`src/rtl/execute_load_pkg.sv`:
```
// rtl/execute_load_pkg.sv - shared types and lane legality/extraction helpers for the load align stage
package execute_load_pkg;

  localparam int LD_BYTE_W    = 8;
  localparam int LD_MAX_W     = 64;
  localparam int LD_MAX_LANES = LD_MAX_W / LD_BYTE_W;

  function automatic int func_load_lanes(input int data_w);
    return data_w / LD_BYTE_W;
  endfunction

  typedef struct packed {
    logic [LD_MAX_LANES-1:0] mask;
    logic                    is_signed;
    logic [15:0]             tag;
    logic [LD_MAX_W-1:0]     data;
  } load_req_t;

  // Legal: 2^k contiguous lanes starting on a multiple of 2^k, within the first `lanes` lanes.
  function automatic logic func_load_mask_legal(input logic [LD_MAX_LANES-1:0] mask, input int lanes);
    logic ok;
    ok = 1'b0;
    for (int s = 1; s <= LD_MAX_LANES; s = s * 2) begin
      for (int st = 0; st < LD_MAX_LANES; st = st + s) begin
        if ((s <= lanes) && (st + s <= lanes) && (mask == LD_MAX_LANES'(((1 << s) - 1) << st)))
          ok = 1'b1;
      end
    end
    return ok;
  endfunction

  // Lane 0 is the most significant byte, so the lowest set mask bit is the field's top byte.
  function automatic logic [LD_MAX_W-1:0] func_load_extract(input logic [LD_MAX_LANES-1:0] mask,
                                                            input logic is_signed,
                                                            input logic [LD_MAX_W-1:0] data,
                                                            input int lanes);
    int                  start;
    int                  count;
    logic [LD_MAX_W-1:0] shifted;
    logic [LD_MAX_W-1:0] keep;
    logic [LD_MAX_W-1:0] res;
    start = 0;
    count = 0;
    for (int i = LD_MAX_LANES - 1; i >= 0; i--) begin
      if (mask[i]) begin
        start = i;
        count = count + 1;
      end
    end
    res = '0;
    if (!func_load_mask_legal(mask, lanes)) begin
      res = '0;
    end else if (count >= lanes) begin
      res = data;
    end else begin
      shifted = data >> ((lanes - start - count) * LD_BYTE_W);
      keep    = (LD_MAX_W'(1) << (count * LD_BYTE_W)) - LD_MAX_W'(1);
      res     = shifted & keep;
      if (is_signed && shifted[6'(count * LD_BYTE_W - 1)])
        res = res | ~keep;
    end
    return res;
  endfunction

endpackage

```
`src/rtl/execute_load_extract.sv`:
```
// rtl/execute_load_extract.sv - combinational lane extract, extend and illegal-mask fault
module execute_load_extract
  import execute_load_pkg::*;
#(
  parameter  int P_DATA_W = 32,
  localparam int P_LANES  = P_DATA_W / 8
) (
  input  logic [P_LANES-1:0]  mask,
  input  logic                is_signed,
  input  logic [P_DATA_W-1:0] data,
  output logic [P_DATA_W-1:0] result,
  output logic                fault
);

  assign fault  = ~func_load_mask_legal(LD_MAX_LANES'(mask), P_LANES);
  assign result = P_DATA_W'(func_load_extract(LD_MAX_LANES'(mask), is_signed, LD_MAX_W'(data), P_LANES));

endmodule

```
`src/rtl/execute_load_align_pipe.sv`:
```
// rtl/execute_load_align_pipe.sv - registered load align stage with output + skid buffer
module execute_load_align_pipe
  import execute_load_pkg::*;
#(
  parameter  int P_DATA_W = 32,
  parameter  int P_TAG_W  = 5,
  localparam int P_LANES  = P_DATA_W / 8
) (
  input  logic                iCLOCK,
  input  logic                iRESET_SYNC,
  input  logic                iFLUSH,
  input  logic                iPREV_VALID,
  output logic                oPREV_LOCK,
  input  logic [P_LANES-1:0]  iPREV_MASK,
  input  logic                iPREV_SIGNED,
  input  logic [P_TAG_W-1:0]  iPREV_TAG,
  input  logic [P_DATA_W-1:0] iPREV_DATA,
  output logic                oNEXT_VALID,
  input  logic                iNEXT_LOCK,
  output logic [P_DATA_W-1:0] oNEXT_DATA,
  output logic [P_TAG_W-1:0]  oNEXT_TAG,
  output logic                oNEXT_FAULT
);

  logic [P_DATA_W-1:0] in_data;
  logic                in_fault;
  logic                accept;
  logic                out_load;

  logic                skid_valid;
  logic [P_DATA_W-1:0] skid_data;
  logic [P_TAG_W-1:0]  skid_tag;
  logic                skid_fault;

  execute_load_extract #(.P_DATA_W(P_DATA_W)) u_extract (
    .mask      (iPREV_MASK),
    .is_signed (iPREV_SIGNED),
    .data      (iPREV_DATA),
    .result    (in_data),
    .fault     (in_fault)
  );

  // Lock is just the skid flag, so it never depends combinationally on iNEXT_LOCK.
  assign oPREV_LOCK = skid_valid;
  assign accept     = iPREV_VALID & ~skid_valid;
  assign out_load   = ~oNEXT_VALID | ~iNEXT_LOCK;

  always_ff @(posedge iCLOCK) begin
    if (iRESET_SYNC) begin
      oNEXT_VALID <= 1'b0;
      oNEXT_DATA  <= '0;
      oNEXT_TAG   <= '0;
      oNEXT_FAULT <= 1'b0;
      skid_valid  <= 1'b0;
      skid_data   <= '0;
      skid_tag    <= '0;
      skid_fault  <= 1'b0;
    end else if (iFLUSH) begin
      oNEXT_VALID <= 1'b0;
      skid_valid  <= 1'b0;
    end else if (out_load) begin
      if (skid_valid) begin
        oNEXT_VALID <= 1'b1;
        oNEXT_DATA  <= skid_data;
        oNEXT_TAG   <= skid_tag;
        oNEXT_FAULT <= skid_fault;
        skid_valid  <= accept;
        if (accept) begin
          skid_data  <= in_data;
          skid_tag   <= iPREV_TAG;
          skid_fault <= in_fault;
        end
      end else if (accept) begin
        oNEXT_VALID <= 1'b1;
        oNEXT_DATA  <= in_data;
        oNEXT_TAG   <= iPREV_TAG;
        oNEXT_FAULT <= in_fault;
      end else begin
        oNEXT_VALID <= 1'b0;
      end
    end else if (accept) begin
      skid_valid <= 1'b1;
      skid_data  <= in_data;
      skid_tag   <= iPREV_TAG;
      skid_fault <= in_fault;
    end
  end

endmodule

```
`config.mk`:
```
export PLATFORM = sky130hd
export DESIGN_NAME = execute_load_align_pipe
export DESIGN_NICKNAME = d
export VERILOG_FILES = /design/src/rtl/execute_load_pkg.sv /design/src/rtl/execute_load_extract.sv /design/src/rtl/execute_load_align_pipe.sv
export SDC_FILE = /design/constraint.sdc
export NUM_CORES = 1
export LEC_CHECK = 0
export ABC_AREA = 1
export CORE_MARGIN = 2
export CORE_UTILIZATION = 45
export CTS_BUF_LIST = sky130_fd_sc_hd__clkbuf_8 sky130_fd_sc_hd__clkbuf_16
export DETAILED_ROUTE_END_ITERATION = 7
export PLACE_DENSITY = 0.8
export SLEW_MARGIN = 40
export SYNTH_ARGS = -nofsm -noshare
export SYNTH_HDL_FRONTEND = slang
export SYNTH_SLANG_ARGS = --single-unit
```
`constraint.sdc`:
```
create_clock -name iCLOCK -period 4.9 [get_ports iCLOCK]
set_input_delay 0.98 -clock iCLOCK [delete_from_list [all_inputs] [get_ports iCLOCK]]
set_output_delay 0.98 -clock iCLOCK [all_outputs]
set_load 0.01 [all_outputs]
```
# --- After elaboration in Yosys (flattened, before gate mapping) ---
# Cells that the tools add are included.
totals:
  ram_bits: 0
  rom_bits: 0
  elab_cells: 84
  in_bits: 47
  out_inout_bits: 40
  regBits: 78
  mem_count: 0
  latch_bits: 0
classes:
  div: 0
  eq_ne: 8
  n_lt_le_gt_ge: 2
  mul: 0
  reduce_logical: 6
  bitwise_logic: 10
  shift: 2
  n_mux: 41
  addsub: 7
op_table:
  columns: ["cell", "count"]
  rows:
  - ["32-bit two-way mux", 11]
  - ["32-bit by 2-bit adder with 32-bit output, second input constant", 3]
  - ["29-bit two-way mux", 3]
  - ["32-bit by 32-bit right shift with 64-bit output", 1]
  - ["32-bit AND", 1]
  - ["32-bit by 4-bit >= comparator with 1-bit output, second input constant", 1]
  - ["32-bit inverter", 1]
  - ["32-bit OR", 1]
  - ["1-bit by 32-bit left shift with 32-bit output, first input constant", 1]
  - ["32-bit by 2-bit subtractor with 32-bit output, second input constant", 1]
  - ["29-bit subtractor", 1]
  - ["4-bit by 29-bit subtractor with 29-bit output, first input constant", 1]
  - ["5-bit two-way mux", 5]
  - ["1-bit two-way mux", 20]
  - ["4-bit equality test, second input constant", 3]
  - ["4-bit by 2-bit equality test with 1-bit output, second input constant", 2]
  - ["6-bit by 8-bit < comparator with 1-bit output, second input constant", 1]
  - ["1-bit binary-select mux with 6-bit select", 1]
  - ["6-bit by 2-bit subtractor with 6-bit output, second input constant", 1]
  - ["1-bit inverter", 5]
  - ["4-bit by 1-bit equality test with 1-bit output, second input constant", 1]
  - ["4-bit by 3-bit equality test with 1-bit output, second input constant", 1]
  - ["2-bit nonzero test", 2]
  - ["3-bit AND reduction", 1]
  - ["other kinds (7)", 7]

# --- Depth between registers and ports, before layout ---
depth:
  word_depth: 19
  mapped_depth: 32
  depth_no_buf: 32

# --- Modules after synthesis ---
# A second synthesis with hierarchy kept.
hier_totals:
  cells_unflattened: 948
  area_unflattened_um2: 5485.3
by_module_without_submodules:
  columns: ["mod", "cells_each", "instances", "area_each_um2", "seq_area_each_um2"]
  rows:
  - ["execute_load_align_pipe", 588, 1, 3662.3, 1561.5]
  - ["execute_load_extract", 360, 1, 1823.0, 0.0]

# --- Worst setup path after synthesis ---
# No wires, ideal clock.
synth_path:
  path_type: "input-to-reg"
  startpoint: "input port iPREV_MASK[2]"
  endpoint: "register oNEXT_DATA[4]"
  slack_ps: 405
  setup_ps: 70
  required_time_ps: 4830
  path_stages: 30
  arrival_ps: 4425
  path_cell_list: "inv_1 ha_1 inv_1 nand2_1 nand2_1 inv_1 ha_1 nand2_1 nand2_1 ha_1 inv_1 ha_1 inv_1 fa_1 inv_1 ha_1 inv_1 nand2_1 nor2_1 nand2_1 clkbuf_1 o21ai_0 a21oi_1 o21ai_0 nand2_1 nand2_1 nand2_1 nand2_1 nand2_1 a21oi_1"
synth_between:
  elab_chain_len: 16
  word_cells_on_any_way: 41
synth_lines:
  columns: ["element", "line_no", "rtl"]
  rows:
  - ["start, declared", "execute_load_align_pipe.sv:14", "input logic [P_LANES-1:0] iPREV_MASK,"]
  - ["32-bit two-way mux", "execute_load_pkg.sv:45", "if (mask[i]) begin"]
  - ["32-bit by 2-bit adder with 32-bit output", "execute_load_pkg.sv:47", "count = count + 1;"]
  - ["32-bit two-way mux", "execute_load_pkg.sv:45", null]
  - ["32-bit by 2-bit adder with 32-bit output", "execute_load_pkg.sv:47", null]
  - ["32-bit two-way mux", "execute_load_pkg.sv:45", null]
  - ["29-bit subtractor", "execute_load_pkg.sv:56", "shifted = data >> ((lanes - start - count) * LD_BYTE_W);"]
  - ["32-bit by 32-bit right shift with 64-bit output", "execute_load_pkg.sv:56", null]
  - ["1-bit binary-select mux with 6-bit select", "execute_load_pkg.sv:59", "if (is_signed && shifted[6'(count * LD_BYTE_W - 1)])"]
  - ["1-bit two-way mux (not written as such) (2 in series)", "execute_load_pkg.sv:59", null]
  - ["1-bit logical AND", "execute_load_pkg.sv:59", null]
  - ["32-bit two-way mux", "execute_load_pkg.sv:59", null]
  - ["32-bit two-way mux", "execute_load_pkg.sv:53", "end else if (count >= lanes) begin"]
  - ["32-bit two-way mux (*)", "execute_load_pkg.sv:51", "if (!func_load_mask_legal(mask, lanes)) begin"]
  - ["32-bit two-way mux (*)", "execute_load_align_pipe.sv:73", "end else if (accept) begin"]
  - ["32-bit two-way mux (*)", "execute_load_align_pipe.sv:62", "if (skid_valid) begin"]
  - ["end signal, assigned", "execute_load_align_pipe.sv:64", "oNEXT_DATA <= skid_data;"]
  - ["end signal, assigned", "execute_load_align_pipe.sv:75", "oNEXT_DATA <= in_data;"]
  - ["end, declared", "execute_load_align_pipe.sv:20", "output logic [P_DATA_W-1:0] oNEXT_DATA,"]
# Mark *: on every way between the ends. The rest lies on a longest branch, timed or not. The select of a mux whose other input is x is not followed.
# A chain may end at the register's enable or synchronous reset.

# --- Final worst setup path ---
layout_path:
  startpoint: "input port iPREV_MASK[1]"
  endpoint: "register oNEXT_DATA[29]"
layout_between:
  elab_chain_len: 14
  word_cells_on_any_way: 38
layout_lines:
  columns: ["element", "line_no"]
  rows:
  - ["32-bit two-way mux / 29-bit two-way mux (equally long branches)", "execute_load_pkg.sv:45"]
  - ["32-bit by 2-bit adder with 32-bit output / 29-bit two-way mux (equally long branches)", "execute_load_pkg.sv:47, execute_load_pkg.sv:45"]
  - ["32-bit two-way mux / 4-bit by 29-bit subtractor with 29-bit output (equally long branches)", "execute_load_pkg.sv:45, execute_load_pkg.sv:56"]
  - ["29-bit subtractor", "execute_load_pkg.sv:56"]
  - ["32-bit by 32-bit right shift with 64-bit output", "execute_load_pkg.sv:56"]
  - ["1-bit binary-select mux with 6-bit select", "execute_load_pkg.sv:59"]
  - ["1-bit two-way mux (not written as such) (2 in series)", "execute_load_pkg.sv:59"]
  - ["1-bit logical AND", "execute_load_pkg.sv:59"]
  - ["32-bit two-way mux", "execute_load_pkg.sv:59"]
  - ["32-bit two-way mux", "execute_load_pkg.sv:53"]
  - ["32-bit two-way mux (*)", "execute_load_pkg.sv:51"]
  - ["32-bit two-way mux (*)", "execute_load_align_pipe.sv:73"]
  - ["32-bit two-way mux (*)", "execute_load_align_pipe.sv:62"]
# Marked as above.

==> impl_metrics.env <==
export IMPL_status="finished, final reports clean"
export IMPL_drcViolationCount=0
export IMPL_power_frac_seq=0.357
export IMPL_p_sw_frac=0.356
export IMPL_fin_skew_ns=0.0123
export IMPL_power_frac_comb=0.366
export IMPL_drive_gt1_frac=0.111
export IMPL_htree_levels=3
export IMPL_synth_top_area_cell="dfxtp_1"
export IMPL_detail_route_antenna_nets=0
export IMPL_p_leak_nw=3.20
export IMPL_cp_arrival_ns=4.87
export IMPL_netlist_top_cells_area="dfxtp_1 (31%), nand2_1 (20%), o21ai_0 (11%), a21oi_1 (8.8%), nor2_1 (6.7%)"
export IMPL_wire_per_inst_um=13.2
export IMPL_period_share=0.936
export IMPL_finalHoldViolations=0
export IMPL_ys_seq_area_frac=0.315
export IMPL_clock_power_share=0.277
export IMPL_grt_total_usage=0.239
export IMPL_critical_path_startpoint_type="primary input"
export IMPL_async_reset_ff_frac=0
export IMPL_cts_sinks=78
export IMPL_max_slew_margin_rel=0.556
export IMPL_busiest_layer="met2"
export IMPL_yosys_register_bits=78
export IMPL_yosys_cell_count_top_type="nand2_1"
export IMPL_grtUsageMet2=0.382
export IMPL_end_kind="flip-flop"
export IMPL_rows=38
export IMPL_crit_slowest_cell="clkdlybuf4s50_1"
export IMPL_synth_cell_type_count=33
export IMPL_start_util=0.459
export IMPL_grt_max_degree=71
export IMPL_cap_violations=0
export IMPL_vias_per_cell=5.17
export IMPL_netlist_area_mm2=0.00496
export IMPL_worst_setup_path_type="primary input to flip-flop"
export IMPL_hp_class="flip-flop to flip-flop"
export IMPL_grt_ovfl_total=0
export IMPL_dr_pass1_iters=6
export IMPL_ir_worst_vdd_uv=131
export IMPL_syn2layout_area_growth_pct=30.3
export IMPL_dr_total_vias=5476
export IMPL_fp_coreArea_mm2=0.0108
export IMPL_cts_tree="done"
export IMPL_synth_common_cells="nand2_1 (263), o21ai_0 (107), nor2_1 (89)"
export IMPL_routed_wl_um=14000
export IMPL_synthCells=822
export IMPL_cpMostUsedCell="nand2_1"
export IMPL_ios=87
export IMPL_p_int_w=0.00119
export IMPL_first_global_vias=4676
export IMPL_die_area_mm2=0.0119
export IMPL_dp_hpwl_um=9870
export IMPL_drtIter0Drc=443
export IMPL_setup_viol=0
export IMPL_placed_area_mm2=0.00614
export IMPL_synth_edff_count=0
export IMPL_slowest_delay_ns=0.55
export IMPL_hold_buffers=0
export IMPL_rsz0062_at_grt="false"
export IMPL_numPlacedInstances=1042
export IMPL_die_y_um=109
export IMPL_cts_root_buf="clkbuf_8"
export IMPL_cp_max_fo=6
export IMPL_fin_area_mm2=0.00646
export IMPL_tns_ns=0
export IMPL_dominantRegCellSynth="dfxtp_1"
export IMPL_grt_use_met1=0.328
export IMPL_use_met3=0.0484
export IMPL_max_clock_freq_mhz=218
export IMPL_grt_pass1_wl_um=22600
export IMPL_required_ns=5.19
export IMPL_final_core_util=0.598
export IMPL_tightest_slew_ns=0.666
export IMPL_die_w_um=109
export IMPL_power_density_mw_per_mm2=286
export IMPL_maxSlewViolCount=0
export IMPL_clkTransAtPathRegs_ns=0.09
export IMPL_diodes=0
export IMPL_gp_congestion=0.948
export IMPL_cts_buffers=9
export IMPL_instances_no_fill=1059
export IMPL_clk_latency_ns=0.35
export IMPL_fill_cells=1063
export IMPL_cts_buffer_depth=2
export IMPL_numPortBuffers=86
export IMPL_post_route_min_period_ns=4.59
export IMPL_synth_warnings=0
export IMPL_postSynthAreaPerCell_um2=6.03
export IMPL_p_switching_w=0.000657
export IMPL_fin_nets=978
export IMPL_synth_top_cell_area_share=0.315
export IMPL_antenna_found_initial=0
## power groups by stage
stage	logic, W	registers, W	clock network (W)
5_1_grt	0.000760	0.000662	0.000545
2_1_floorplan	0.000399	0.000680	0
3_3_place_gp	0.000634	0.000674	0
4_1_cts	0.000648	0.000659	0.000518
6_report	0.000675	0.000660	0.000511
3_5_place_dp	0.000640	0.000674	0
## per-stage QoR
step	hold WS, ns	setup WS [ns]	power, W
5_1_grt	0.481	0.0403	0.00197
3_5_place_dp	0.455	-0.437	0.00131
2_1_floorplan	0.447	0.405	0.00108
6_report	0.465	0.314	0.00185
4_1_cts	0.466	0.0142	0.00183
3_3_place_gp	0.452	-0.391	0.00131
## registers in the layout, summed over array words and instances (netlist names)
name,flops
oNEXT_TAG,5
skid_data,32
skid_tag,5
oNEXT_DATA,32
oNEXT_FAULT,1
oNEXT_VALID,1
oPREV_LOCK,1
skid_fault,1
## cell families after synthesis
family          synth area share
simple gates               0.308
compound gates             0.218
buf+inv                   0.0972
flops                      0.315
fa+ha+maj                 0.0419
mux                       0.0101
xor+xnor                 0.00909
other cells             0.000756
## layout make-up
type | instances | area (µm²) | area share
inverters | 74 | 280 | 0.0434
repair buffers | 132 | 1230 | 0.191
clock inverters | 4 | 55.1 | 0.00852
well taps | 140 | 175 | 0.0271
multi-input cells | 620 | 3000 | 0.465
flip-flops and latches | 78 | 1560 | 0.242
clock buffers | 11 | 151 | 0.0234
## final timing paths
check	startpoint	to	slack, ns	depth (start not counted)
worst min-delay path	oNEXT_DATA[17]	oNEXT_DATA[17]	0.46	2
worst max register to register	oPREV_LOCK	oNEXT_DATA[23]	2.84	7
worst min register to register	oNEXT_DATA[17]	oNEXT_DATA[17]	0.46	2
worst max-delay path	iPREV_MASK[1]	oNEXT_DATA[29]	0.31	27
## layer usage
metal	share of wire	vias to the layer above
met2	0.46	196
met5	0	-
li1	-	2808
met1	0.45	2448
met3	0.065	24
met4	0.020	0
## critical path, delay by kind of cell
kind            cells  cell delay (ns)
buf+inv             7             1.03
compound gates      2             0.34
simple gates       13             1.24
fa+ha+maj           5             1.29
## cell usage in the layout (no fill, tap or decap), types with 6 or more instances in the layout
cell type and n:
a21oi_1 85, clkdlybuf4s50_1 84, nor3_1 6, clkbuf_8 11, nor2_1 88, o21ai_1 11, nand2_2 13, inv_2 6
ha_1 13, o21ai_0 96, nand2_1 250, nand3_1 11, dfxtp_1 78, inv_1 67, buf_4 43
## what timing repair did
action                     CTS  global route
setup buffers                0             2
setup endpoints to repair   22            64
resized for setup            5            34
gates cloned                 0             0
pin swaps                    0             8
Note: power is estimated with default switching activity, not from simulation.
